===== src/rtl/single_port_sync_ram.sv =====
// Single-port byte-enabled sync RAM that zero-fills itself after reset (busy high during fill).
// Define SPRAM_OUTREG_EN to add a second output register stage (2-cycle read latency).

module spram_lane #(
  parameter int ADDR_W = 4
) (
  input  logic              clk,
  input  logic              wr,
  input  logic [ADDR_W-1:0] addr,
  input  logic [7:0]        wdata,
  output logic [7:0]        rdata
);
  logic [7:0] mem [2**ADDR_W];

  // Storage is deliberately not reset; the owner's clear sequence zeroes it.
  always_ff @(posedge clk) begin
    if (wr) mem[addr] <= wdata;
  end

  assign rdata = mem[addr];
endmodule

module single_port_sync_ram #(
  parameter int DATA_W   = 8,
  parameter int ADDR_W   = 4,
  parameter int RDW_MODE = 0
) (
  input  logic                clk,
  input  logic                rst_n,
  input  logic                en,
  input  logic                we,
  input  logic [DATA_W/8-1:0] be,
  input  logic [ADDR_W-1:0]   addr,
  input  logic [DATA_W-1:0]   din,
  output logic [DATA_W-1:0]   dout,
  output logic                dout_vld,
  output logic                busy
);
  localparam int NUM_LANES = DATA_W / 8;
  localparam int DEPTH     = 1 << ADDR_W;
  localparam logic [ADDR_W:0] CLR_LAST = (ADDR_W + 1)'(DEPTH - 1);

  typedef enum logic {CLEAR, READY} state_e;

  state_e                          state_q, state_d;
  logic [ADDR_W:0]                 clr_cnt_q, clr_cnt_d;
  logic [DATA_W-1:0]               dout_q, dout_d;
  logic                            dout_vld_q, dout_vld_d;
  logic [ADDR_W-1:0]               mem_addr;
  logic [NUM_LANES-1:0]            lane_wr;
  logic [NUM_LANES-1:0][7:0]       wdata, rd_old, rd_new, din_l;

  assign din_l = din;

  genvar i;
  generate
    for (i = 0; i < NUM_LANES; i++) begin : g_lane
      spram_lane #(.ADDR_W(ADDR_W)) u_lane (
        .clk   (clk),
        .wr    (lane_wr[i]),
        .addr  (mem_addr),
        .wdata (wdata[i]),
        .rdata (rd_old[i])
      );
      // Merged post-write view of this lane, used for write-first reads.
      assign rd_new[i] = (we && be[i]) ? din_l[i] : rd_old[i];
    end
  endgenerate

  always_comb begin
    state_d    = state_q;
    clr_cnt_d  = clr_cnt_q;
    mem_addr   = addr;
    wdata      = din_l;
    lane_wr    = '0;
    dout_d     = dout_q;
    dout_vld_d = 1'b0;
    case (state_q)
      CLEAR: begin
        mem_addr  = clr_cnt_q[ADDR_W-1:0];
        wdata     = '0;
        lane_wr   = '1;
        clr_cnt_d = clr_cnt_q + (ADDR_W + 1)'(1);
        if (clr_cnt_q == CLR_LAST) state_d = READY;
      end
      READY: begin
        if (en) begin
          if (we) lane_wr = be;
          dout_vld_d = 1'b1;
          dout_d     = (RDW_MODE != 0) ? rd_new : rd_old;
        end
      end
      default: state_d = CLEAR;
    endcase
    // Writes are blocked while reset is held so an aborted access never lands.
    lane_wr = lane_wr & {NUM_LANES{rst_n}};
  end

  always_ff @(posedge clk or negedge rst_n) begin
    if (!rst_n) begin
      state_q    <= CLEAR;
      clr_cnt_q  <= '0;
      dout_q     <= '0;
      dout_vld_q <= 1'b0;
    end else begin
      state_q    <= state_d;
      clr_cnt_q  <= clr_cnt_d;
      dout_q     <= dout_d;
      dout_vld_q <= dout_vld_d;
    end
  end

  assign busy = (state_q == CLEAR);

`ifdef SPRAM_OUTREG_EN
  logic [DATA_W-1:0] dout2_q, dout2_d;
  logic              dout_vld2_q, dout_vld2_d;

  always_comb begin
    dout_vld2_d = dout_vld_q;
    dout2_d     = dout_vld_q ? dout_q : dout2_q;
  end

  always_ff @(posedge clk or negedge rst_n) begin
    if (!rst_n) begin
      dout2_q     <= '0;
      dout_vld2_q <= 1'b0;
    end else begin
      dout2_q     <= dout2_d;
      dout_vld2_q <= dout_vld2_d;
    end
  end

  assign dout     = dout2_q;
  assign dout_vld = dout_vld2_q;
`else
  assign dout     = dout_q;
  assign dout_vld = dout_vld_q;
`endif
endmodule

===== config.mk =====
export PLATFORM = sky130hd
export DESIGN_NAME = single_port_sync_ram
export DESIGN_NICKNAME = d
export VERILOG_FILES = /design/src/rtl/single_port_sync_ram.sv
export SDC_FILE = /design/constraint.sdc
export NUM_CORES = 1
export LEC_CHECK = 0
export BUFFER_PORTS_ARGS = -buffer_cell sky130_fd_sc_hd__buf_2
export CAP_MARGIN = 20
export CORE_ASPECT_RATIO = 0.8
export CORE_MARGIN = 2
export CORE_UTILIZATION = 35
export CTS_CLUSTER_DIAMETER = 100
export CTS_CLUSTER_SIZE = 16
export DETAILED_ROUTE_END_ITERATION = 10
export PLACE_DENSITY = 0.57
export SLEW_MARGIN = 20
export SYNTH_ARGS = -nofsm -noshare
export SYNTH_HDL_FRONTEND = slang
export SYNTH_SLANG_ARGS = --single-unit

===== constraint.sdc =====
create_clock -name clk -period 5.3 [get_ports clk]
set_input_delay 0.265 -clock clk [delete_from_list [all_inputs] [get_ports clk]]
set_output_delay 0.265 -clock clk [all_outputs]
set_load 0.01 [all_outputs]

==> run metrics <==
PwrDens 368.8 nW/um2; setup repair bufs after CTS 0; post-route setup TNS 0 ns; Slew HR 0.2728; Bufs on Longest Clock Path 2; Power Total 2487 uW; status complete, no violations; period utilization 0.6602; Slew Limit Fails 0; clk slew on worst S/H paths 0.06 ns; initial drt markers roughly 630; FF+latch count, synth 143; Post-Synthesis Cells approximately 420; Die Area around 18000 um2; RSZ-0062 raised after global routing false; Clk Tree Root Cell clkbuf_16; DR pass1 iterations 5; fraction of registers with async set/reset 0.1049; Post-Syn Nets 442; Placer Congestion 0.8871; min cycle time layout 3.499 ns; Post-DP HPWL 10300 um; Syn-to-layout area delta 13.86%; Ys Warns 0; area occupied by multi-input gates 1511 um2; CTS resizes 0; slowest stage delay, CP approximately 1.1 ns; row cnt between 40 and 50; via/cell ratio 5.785; # IOs 27; Psw 534.4 uW; critical setup path kind flip-flop to flip-flop; Synth cell types 36; Final ANT Viol Nets 0; Fin. Hold Viols 0; vias in the first global route 3637; CORE AREA 16550 um2; antenna violations before repair 0; max_cap viols 0; Comb pwr share 0.050; Vias 3882; Critical Path Start Type flip-flop; clock power share 0.451; Peak VDD IR 0.0002010 V; layout cell share with drive strength beyond 1 0.1685; post-synthesis cell area 5922 um2; Crit path required time 5.33 ns; DR WL/cell 23.62 um; crit path DAT 3.53 ns; Die Wd 149.4 um; Pint just under 2000 uW; CTS Hold Bufs 1; post-synthesis sequential area ratio 0.7124; CTS tree yes; sequential share of power 0.499; Setup Viol. Count Final 0; Setup WS pre-CTS 1.845 ns; largest net degree at the start of global routing 34; total CTS buffers 17; Critical Path End Type flip-flop; Worst-Skew Late Latency 0.42 ns; I/O Buffers 26; main flop type after synthesis edfxtp_1; Nets 458; Total Wirelength 15850 um; # diodes 0; Final Skew 0.005656 ns; Starting Density 0.3577; crit path max-delay cell type dfrtp_1; gr ovfl total 0; post-layout util 0.4073; P_leak 0.002034 uW; Switching Share 0.2149; Total GRT Usage 0.1827; Synth Area per Inst 14.00 um2; worst-path cell chain and3b_1 -> nor2_1 -> nor3_1; Sequential Area 4219 um2; worst setup margin 1.801 ns; Crit Path Max Fanout 33; H-Tree Depth 4; Hold Crit Class primary input to async pin; Worst Max-Slew Pin Slew 1.091 ns; Sink Count ~140; DR DRC count 0; die height 120.3 um; fmax 285.8 MHz; Post-synth EDFFs roughly 130; first-pass GRT wire length 23230 um; FILL cells 1526
-- layer usage --
layer  global-route usage  part of all wire  vias up
met5                    0                 0        -
met4              0.05595             0.014        0
met3              0.05736              0.11       24
met2               0.2489              0.42      225
met1               0.2763              0.46     1922
li1                     -                 -     1711
-- registers in the layout, summed over array words and instances (netlist names) --
| register | cells |
|---|---|
| dout_vld | 1 |
| clr_cnt_q | 5 |
| state_q | 1 |
| dout | 8 |
| g_lane.u_lane.mem | 128 |
-- through the flow --
step           hold WS, ns  area, um2  std cells
2_1_floorplan     -0.03059       5922        423
3_3_place_gp        0.1883       6143        638
3_5_place_dp        0.1923       6143        638
4_1_cts             0.2913       6706        670
5_1_grt             0.3322       6743        671
6_report            0.2850       6743        671
-- Yosys cell counts, types with 2 or more instances --
cell type,count,area share
dfrtp_1,15,0.063
o21ai_0,104,0.088
clkbuf_1,8,0.0051
and3b_1,2,0.0030
xnor2_1,3,0.0044
inv_1,2,0.0013
and3_1,3,0.0032
nor3_1,17,0.014
a21oi_1,8,0.0068
buf_6,4,0.0076
a41oi_1,32,0.047
ha_1,2,0.0042
edfxtp_1,128,0.65
nor3b_2,2,0.0042
buf_2,15,0.013
nor4_1,8,0.0085
and2_1,9,0.0095
nor2_1,13,0.0082
o21ai_1,25,0.021
and3b_4,2,0.0042
buf_4,6,0.0076
-- power groups by stage --
stage                     sequential [uW]  combinational (uW)  clock (uW)
final                                1240                 125        1120
after global placement               1260                 123           0
after CTS                            1240                 122        1130
after global routing                 1240                 135        1180
after floorplan                      1270                64.6           0
after detailed placement             1270                 121           0
-- layout by cell type (no fill, tap or decap), types with 2 or more instances in the layout --
master / instances
ha_1: 2
o21ai_0: 104
clkinv_2: 4
clkbuf_16: 17
nor4_1: 8
nor3_1: 12
edfxtp_1: 128
clkinv_1: 3
buf_2: 27
xnor2_1: 3
and3b_1: 2
clkinv_4: 2
dfrtp_1: 15
and2_1: 9
clkinvlp_4: 2
nor3_2: 6
and3b_4: 2
bufinv_16: 2
and3_1: 3
nor3b_4: 2
inv_1: 2
buf_4: 3
o21ai_1: 24
a21oi_1: 8
a41oi_1: 32
nor2_1: 13
-- cell type report --
class                      instances  share of cell area
sequential                       143              0.6257
multi-input combinational        243              0.2242
timing repair buffer              31             0.02487
clock inverter                    13             0.01837
inverter                           3            0.002412
clock buffer                      18             0.06365
tap                              220             0.04082
-- logic make-up after synthesis --
group | count (synthesis) | share of synthesized area
compound gates | 173 | 0.1720
flops | 143 | 0.7124
simple gates | 63 | 0.06508
buf+inv | 37 | 0.03824
xor+xnor | 3 | 0.004438
mux | 2 | 0.003592
fa+ha+maj | 2 | 0.004225
-- path summary, 6_finish.rpt --
path / cells after the start / slack, ns / end / startpoint
worst max-delay path: 3 / 1.80 / g_lane[0].u_lane.mem[13][0] / state_q
worst min-delay path: 2 / 0.29 / state_q / rst_n
worst max register to register: 3 / 1.80 / g_lane[0].u_lane.mem[13][0] / state_q
worst min register to register: 2 / 0.53 / dout[6] / dout[6]
max in group asynchronous: 2 / 4.76 / dout[0] / rst_n
min in group clk: 2 / 0.38 / dout_vld / en
-- critical path: cells and delay by family, from the launching register on --
family,cells,cell delay [ns]
and+or+nand+nor,3,2.06
DFF,1,1.05
No activity file was read; power rests on OpenSTA's default activity.
